<file path="src/rtl/seq_ctrl_pkg.sv">
// Shared definitions for the instruction sequencer: FSM states, opcodes,
// instruction field positions, branch conditions and the branch target table.
package definitions;

  typedef enum logic [2:0] {
    S_IDLE, S_FETCH, S_EXEC, S_MEM, S_HALT, S_FAULT
  } seq_state_t;

  localparam logic [2:0] kCMP   = 3'd6;
  localparam logic [1:0] kMOVE  = 2'd0;
  localparam logic [1:0] kLOAD  = 2'd1;
  localparam logic [1:0] kFLAG  = 2'd2;
  localparam logic [1:0] kSTORE = 2'd3;
  localparam logic [8:0] kHALT  = 9'h1FF;

  localparam int kCLASS_BIT = 8;
  localparam int kAOP_LSB   = 5;
  localparam int kRA_LSB    = 2;
  localparam int kRB_LSB    = 0;
  localparam int kDOP_LSB   = 6;
  localparam int kRD_LSB    = 3;
  localparam int kRS_LSB    = 0;

  localparam logic [2:0] kC_ALWAYS = 3'd0;
  localparam logic [2:0] kC_Z      = 3'd1;
  localparam logic [2:0] kC_NZ     = 3'd2;
  localparam logic [2:0] kC_EQ     = 3'd3;
  localparam logic [2:0] kC_NEQ    = 3'd4;
  localparam logic [2:0] kC_BEVEN  = 3'd5;
  localparam logic [2:0] kC_PARITY = 3'd6;

  // Flag register bit positions
  localparam int kFLG_Z      = 0;
  localparam int kFLG_BEVEN  = 1;
  localparam int kFLG_PARITY = 2;
  localparam int kFLG_EQ     = 3;

  localparam logic [15:0] kBRANCH_LUT [0:7] = '{
    16'd0, 16'd20, 16'd40, 16'd60, 16'd100, 16'd200, 16'd300, 16'd1023
  };

  function automatic logic cond_taken(input logic [2:0] c, input logic [3:0] f);
    case (c)
      kC_ALWAYS: cond_taken = 1'b1;
      kC_Z:      cond_taken = f[kFLG_Z];
      kC_NZ:     cond_taken = !f[kFLG_Z];
      kC_EQ:     cond_taken = f[kFLG_EQ];
      kC_NEQ:    cond_taken = !f[kFLG_EQ];
      kC_BEVEN:  cond_taken = f[kFLG_BEVEN];
      kC_PARITY: cond_taken = f[kFLG_PARITY];
      default:   cond_taken = 1'b0;
    endcase
  endfunction

endpackage

</file>
<file path="src/rtl/seq_ctrl_branch_lut.sv">
// Combinational branch target table, indexed by the rs field of a FLAG instruction.
module branch_lut
  import definitions::*;
#(
  parameter int PC_W = 10
) (
  input  logic [2:0]      idx,
  output logic [PC_W-1:0] target
);

  always_comb target = kBRANCH_LUT[idx][PC_W-1:0];

endmodule

</file>
<file path="src/rtl/seq_ctrl.sv">
// Instruction sequencer/decoder for the 8-bit datapath.
// Optional memory-ack timeout with FAULT state: define SEQ_MEM_TIMEOUT_EN.
module seq_ctrl
  import definitions::*;
#(
  parameter int PC_W   = 10,
  parameter int TO_CYC = 16
) (
  input  logic            CLK,
  input  logic            Reset,
  input  logic            start,
  output logic [PC_W-1:0] instr_addr,
  input  logic [8:0]      instr_data,
  output logic [2:0]      ALU_op_code,
  output logic [1:0]      Data_op_code,
  output logic            Data_signifier,
  input  logic            ZERO,
  input  logic            BEVEN,
  input  logic            PARITY,
  input  logic            EQUAL,
  output logic [2:0]      rf_raddr_a,
  output logic [2:0]      rf_raddr_b,
  output logic [2:0]      rf_waddr,
  output logic            rf_we,
  output logic            wb_sel,
  output logic            mem_req,
  output logic            mem_we,
  input  logic            mem_ack,
  output logic            done,
  output logic            fault
);

  seq_state_t      state, state_nx;
  logic [PC_W-1:0] pc, pc_nx, pc_inc, lut_target;
  logic [8:0]      ir;
  logic [3:0]      flags;
  logic            flags_ld;

  logic            is_data, is_halt, taken;
  logic [2:0]      aop, ra, rb, rd, rs;
  logic [1:0]      dop;

  assign is_data = ir[kCLASS_BIT];
  assign aop     = ir[kAOP_LSB +: 3];
  assign ra      = ir[kRA_LSB +: 3];
  assign rb      = {1'b0, ir[kRB_LSB +: 2]};
  assign dop     = ir[kDOP_LSB +: 2];
  assign rd      = ir[kRD_LSB +: 3];
  assign rs      = ir[kRS_LSB +: 3];
  assign is_halt = (ir == kHALT);
  assign taken   = cond_taken(rd, flags);
  assign pc_inc  = pc + PC_W'(1);

  assign instr_addr = pc;

  branch_lut #(.PC_W(PC_W)) u_branch_lut (
    .idx    (rs),
    .target (lut_target)
  );

`ifdef SEQ_MEM_TIMEOUT_EN
  localparam int TO_W = $clog2(TO_CYC + 1);
  logic [TO_W-1:0] to_cnt;

  // Counts consecutive MEM cycles; cleared whenever the FSM is elsewhere
  always_ff @(posedge CLK or posedge Reset) begin
    if (Reset)               to_cnt <= '0;
    else if (state != S_MEM) to_cnt <= '0;
    else                     to_cnt <= to_cnt + TO_W'(1);
  end
`else
  logic unused_to;
  assign unused_to = (TO_CYC > 0);
`endif

  always_ff @(posedge CLK or posedge Reset) begin
    if (Reset) begin
      state <= S_IDLE;
      pc    <= '0;
      ir    <= '0;
      flags <= '0;
    end else begin
      state <= state_nx;
      pc    <= pc_nx;
      if (state == S_FETCH) ir <= instr_data;
      if (flags_ld) begin
        flags[kFLG_Z]      <= ZERO;
        flags[kFLG_BEVEN]  <= BEVEN;
        flags[kFLG_PARITY] <= PARITY;
        flags[kFLG_EQ]     <= EQUAL;
      end
    end
  end

  always_comb begin
    state_nx       = state;
    pc_nx          = pc;
    flags_ld       = 1'b0;
    ALU_op_code    = '0;
    Data_op_code   = '0;
    Data_signifier = 1'b0;
    rf_raddr_a     = '0;
    rf_raddr_b     = '0;
    rf_waddr       = '0;
    rf_we          = 1'b0;
    wb_sel         = 1'b0;
    mem_req        = 1'b0;
    mem_we         = 1'b0;
    done           = 1'b0;
    fault          = 1'b0;

    // Decoded datapath fields are only exposed while an instruction is live
    if (state == S_EXEC || state == S_MEM) begin
      Data_signifier = is_data;
      if (is_data) begin
        Data_op_code = dop;
        rf_raddr_a   = (dop == kSTORE) ? rd : rs;
        rf_raddr_b   = (dop == kSTORE) ? rs : rd;
        rf_waddr     = rd;
      end else begin
        ALU_op_code = aop;
        rf_raddr_a  = ra;
        rf_raddr_b  = rb;
        rf_waddr    = ra;
      end
    end

    case (state)
      S_IDLE: begin
        if (start) begin
          state_nx = S_FETCH;
          pc_nx    = '0;
        end
      end
      S_FETCH: state_nx = S_EXEC;
      S_EXEC: begin
        if (!is_data) begin
          flags_ld = 1'b1;
          rf_we    = (aop != kCMP);
          pc_nx    = pc_inc;
          state_nx = S_FETCH;
        end else if (is_halt) begin
          state_nx = S_HALT;
        end else begin
          case (dop)
            kMOVE: begin
              rf_we    = 1'b1;
              pc_nx    = pc_inc;
              state_nx = S_FETCH;
            end
            kFLAG: begin
              pc_nx    = taken ? lut_target : pc_inc;
              state_nx = S_FETCH;
            end
            default: state_nx = S_MEM;
          endcase
        end
      end
      S_MEM: begin
        mem_req = 1'b1;
        mem_we  = (dop == kSTORE);
        if (mem_ack) begin
          rf_we    = (dop == kLOAD);
          wb_sel   = (dop == kLOAD);
          pc_nx    = pc_inc;
          state_nx = S_FETCH;
        end
`ifdef SEQ_MEM_TIMEOUT_EN
        else if (to_cnt == TO_W'(TO_CYC - 1)) begin
          state_nx = S_FAULT;
        end
`endif
      end
      S_HALT: begin
        done = 1'b1;
        if (start) begin
          state_nx = S_FETCH;
          pc_nx    = '0;
        end
      end
`ifdef SEQ_MEM_TIMEOUT_EN
      S_FAULT: fault = 1'b1;
`endif
      default: state_nx = S_IDLE;
    endcase
  end

endmodule

</file>
<file path="config.mk">
export PLATFORM = sky130hd
export DESIGN_NAME = seq_ctrl
export DESIGN_NICKNAME = d
export VERILOG_FILES = /design/src/rtl/seq_ctrl_pkg.sv /design/src/rtl/seq_ctrl_branch_lut.sv /design/src/rtl/seq_ctrl.sv
export SDC_FILE = /design/constraint.sdc
export NUM_CORES = 1
export LEC_CHECK = 0
export BUFFER_PORTS_ARGS = -buffer_cell sky130_fd_sc_hd__buf_2
export CAP_MARGIN = 20
export CORE_UTILIZATION = 35
export CTS_CLUSTER_SIZE = 25
export DETAILED_ROUTE_END_ITERATION = 16
export GPL_ROUTABILITY_DRIVEN = 0
export GPL_TIMING_DRIVEN = 0
export PLACE_DENSITY = 0.58
export SLEW_MARGIN = 20
export SYNTH_ARGS = -nofsm -noshare
export SYNTH_HDL_FRONTEND = slang
export SYNTH_SLANG_ARGS = --single-unit
</file>
<file path="constraint.sdc">
create_clock -name CLK -period 3.5 [get_ports CLK]
set_input_delay 0.175 -clock CLK [delete_from_list [all_inputs] [get_ports CLK]]
set_output_delay 0.175 -clock CLK [all_outputs]
set_load 0.01 [all_outputs]
</file>
==> out/results.txt <==
Status - finished clean
Vias in the first global route - 1662
Core ar. - 5140 um2
Internal - 1.111 mW
Commonest non-fill, non-tap cell in the layout - buf_2
Mean Syn Cell Area - 8.268 um2
Syn Nets - 245
IO Count - 48
Row count - 26
Max transition margin - 47.97%
Most frequent cells in the layout - buf_2 (52), nand2_1 (28), dfrtp_1 (26)
Initial antenna violation count - 0
Final wirelength - 4847 um
Area after DPL - 2195 um2
CTS root buf - clkbuf_8
Final period util - 60.85%
Worst-path clk slew - 0.10 ns
Worst Setup EP - rf_we
Final Setup Violations - 0
Setup_tns - 0 ns
Pleak - 1.012 nW
Initial DRC Count - 123
Residual DRC - 0
Post-CTS Hold Buffers - 0
Sequential share of power - 24.9%
Worst Hold Path Cells - 3
Max Clock Skew - 0.003713 ns
Finished Cell Area - 2260 um2
Ys flop type - dfrtp_1
Post-cts sizing count - 0
Synth-to-Final Area Change - 20.40%
Psw - 1.063 mW
DP Wirelength - 3665 um
Worst R2R Setup Slack - 1.56 ns
Switching Share - 48.90%
Maxcap violations - 0
Layout cells sized above 1 - 31.29%
Die footprint - 5659 um2
Critical Path AT - 1.95 ns
TritonCTS buffer count - 3
Maximum root-to-sink buffer count - 2
FF-to-FF End - instr_addr[6]
Max VDD drop - 0.0003688 V
Clock power frac - 9.4%
WP data required - 3.32 ns
CP Capture Type - primary output
Number of I/O port buffers - 46
Worst Hold Class - in -> reg
Crit Path Class - reg -> out
Nets - 297
Die height - 75.23 um
Length in cells of the worst reg-to-reg path - 7
Register area share after synthesis - 34.67%
Crit path time final - 2.130 ns
Die span in x - 75.23 um
Final Non-Filler Cells - 348
Seq cells post-synth - 26
Ant. Diodes - 0
Antenna Nets Post-Route - 0
Final Hold Fails - 0
Logic pwr share - 65.7%
Via/cell ratio - 5.310
Clk sinks - 26
Global router's overall resource usage - 18.27%
EDFF count, synth - 0
First-pass GRT wire length - 7907 um
Ys async rst share - 100.0%
Count of cell types in the netlist - 57
H-tree Lvls - 1
RSZ-0062 raised after global routing - false
Mapped cell area - 1877 um2
Crit path launch type - flip-flop
Worst reg2reg startpoint - state[1]
Max Fanout on Critical Path - 7
PwrDens - 961.7 nW/um2
TritonCTS clock tree - yes
Syn Inst Count - 227
Vias - 1848
Post-CTS setup buffers - 0
Final Max Tran Viols - 0
Worst skew pair latency - 0.27 ns
DRT Pass-1 Iters - 4
Remaining Overflow, GRT - 0
Slew @ Worst Pin - 0.7805 ns
Largest net degree at the start of global routing - 27
Yosys warns - 0
# fillers - 566
CP startpoint - state[2]
Initial core utilization - 36.51%
F_max - 469.5 MHz
Avg WL per Cell - 13.93 um
Post-Place Cells - 343
[metal layers]
| layer | track usage (%) | up-vias | routed length (um) |
|---|---|---|---|
| met5 | 0 | - | 0 |
| met4 | 3.292 | 0 | 17 |
| met3 | 2.410 | 2 | 228 |
| met2 | 28.53 | 62 | 2143 |
| met1 | 27.26 | 872 | 2458 |
| li1 | - | 912 | - |
[how the worst min path moves through the flow]
stage,slack [ns],start,end
floorplan,0.22,Reset,flags[0]
global placement,0.39,instr_data[2],ir[2]
detailed placement,0.39,instr_data[4],ir[4]
CTS,0.1,instr_data[4],ir[4]
global route,0.11,instr_data[0],ir[0]
finish,0.1,instr_data[4],ir[4]
[power groups by stage]
stage	Combinational (mW)	Sequential, mW	Clock (mW)
global route	1.58	0.560	0.223
global placement	1.41	0.546	0
finish	1.43	0.541	0.205
CTS	1.42	0.541	0.212
detailed placement	1.42	0.548	0
floorplan	1.04	0.543	0
[state kept, by name, indices dropped and copies added (netlist names)]
register / count
state: 3
flags: 4
instr_addr: 10
ir: 9
[synth_stat cells, types with 3 or more instances]
library cell | n | area (um2)
nand2_1 | 28 | 105.1
dfrtp_1 | 26 | 650.6
nor2_1 | 23 | 86.33
nand3_1 | 14 | 70.07
a21oi_1 | 13 | 65.06
mux2_2 | 11 | 123.9
o21ai_0 | 11 | 55.05
nor3_1 | 7 | 35.03
nor3b_1 | 7 | 52.55
buf_2 | 6 | 30.03
a31oi_1 | 5 | 31.28
clkbuf_1 | 5 | 18.77
inv_1 | 5 | 18.77
and3_1 | 4 | 25.02
buf_4 | 4 | 30.03
or3_1 | 4 | 25.02
nand2b_1 | 3 | 18.77
[layout make-up]
cell class / instances / area (um2) / area share [%]
multi-input combinational: 180 / 1125 / 49.78
sequential: 26 / 650.6 / 28.79
clock buffer: 4 / 55.05 / 2.436
inverter: 6 / 22.52 / 0.9967
tap: 70 / 87.58 / 3.876
timing repair buffer: 47 / 240.2 / 10.63
buffer: 15 / 78.83 / 3.488
[critical path: stages, from the launching register on]
cell	delay (ns)
dfrtp_1	0.44
and2b_4	0.33
nand2_4	0.08
inv_2	0.11
nand2_1	0.14
nor3b_1	0.31
a31o_2	0.16
buf_2	0.12
[stage by stage]
stage,worst slack [ns],hold WS (ns),power (mW),utilization (%)
final,1.370,0.09860,2.173,43.96
after global placement,1.573,0.3867,1.961,42.70
after global routing,1.277,0.1089,2.362,43.96
after floorplan,1.782,0.2150,1.583,-
after detailed placement,1.587,0.3888,1.967,42.70
after CTS,1.376,0.09728,2.177,43.77
[cells by family (layout without fill, tap and decap cells)]
kind of cell / Yosys count / in the layout / share of synthesized area, %
compound gates: 51 / 51 / 18.80
mux: 14 / 14 / 8.467
flops: 26 / 26 / 34.67
buf+inv: 21 / 72 / 5.400
other cells: 1 / 1 / 0.1998
fa+ha+maj: 1 / 1 / 0.6666
simple gates: 109 / 109 / 29.93
xor+xnor: 4 / 4 / 1.867
(Power assumes the default switching activity.)
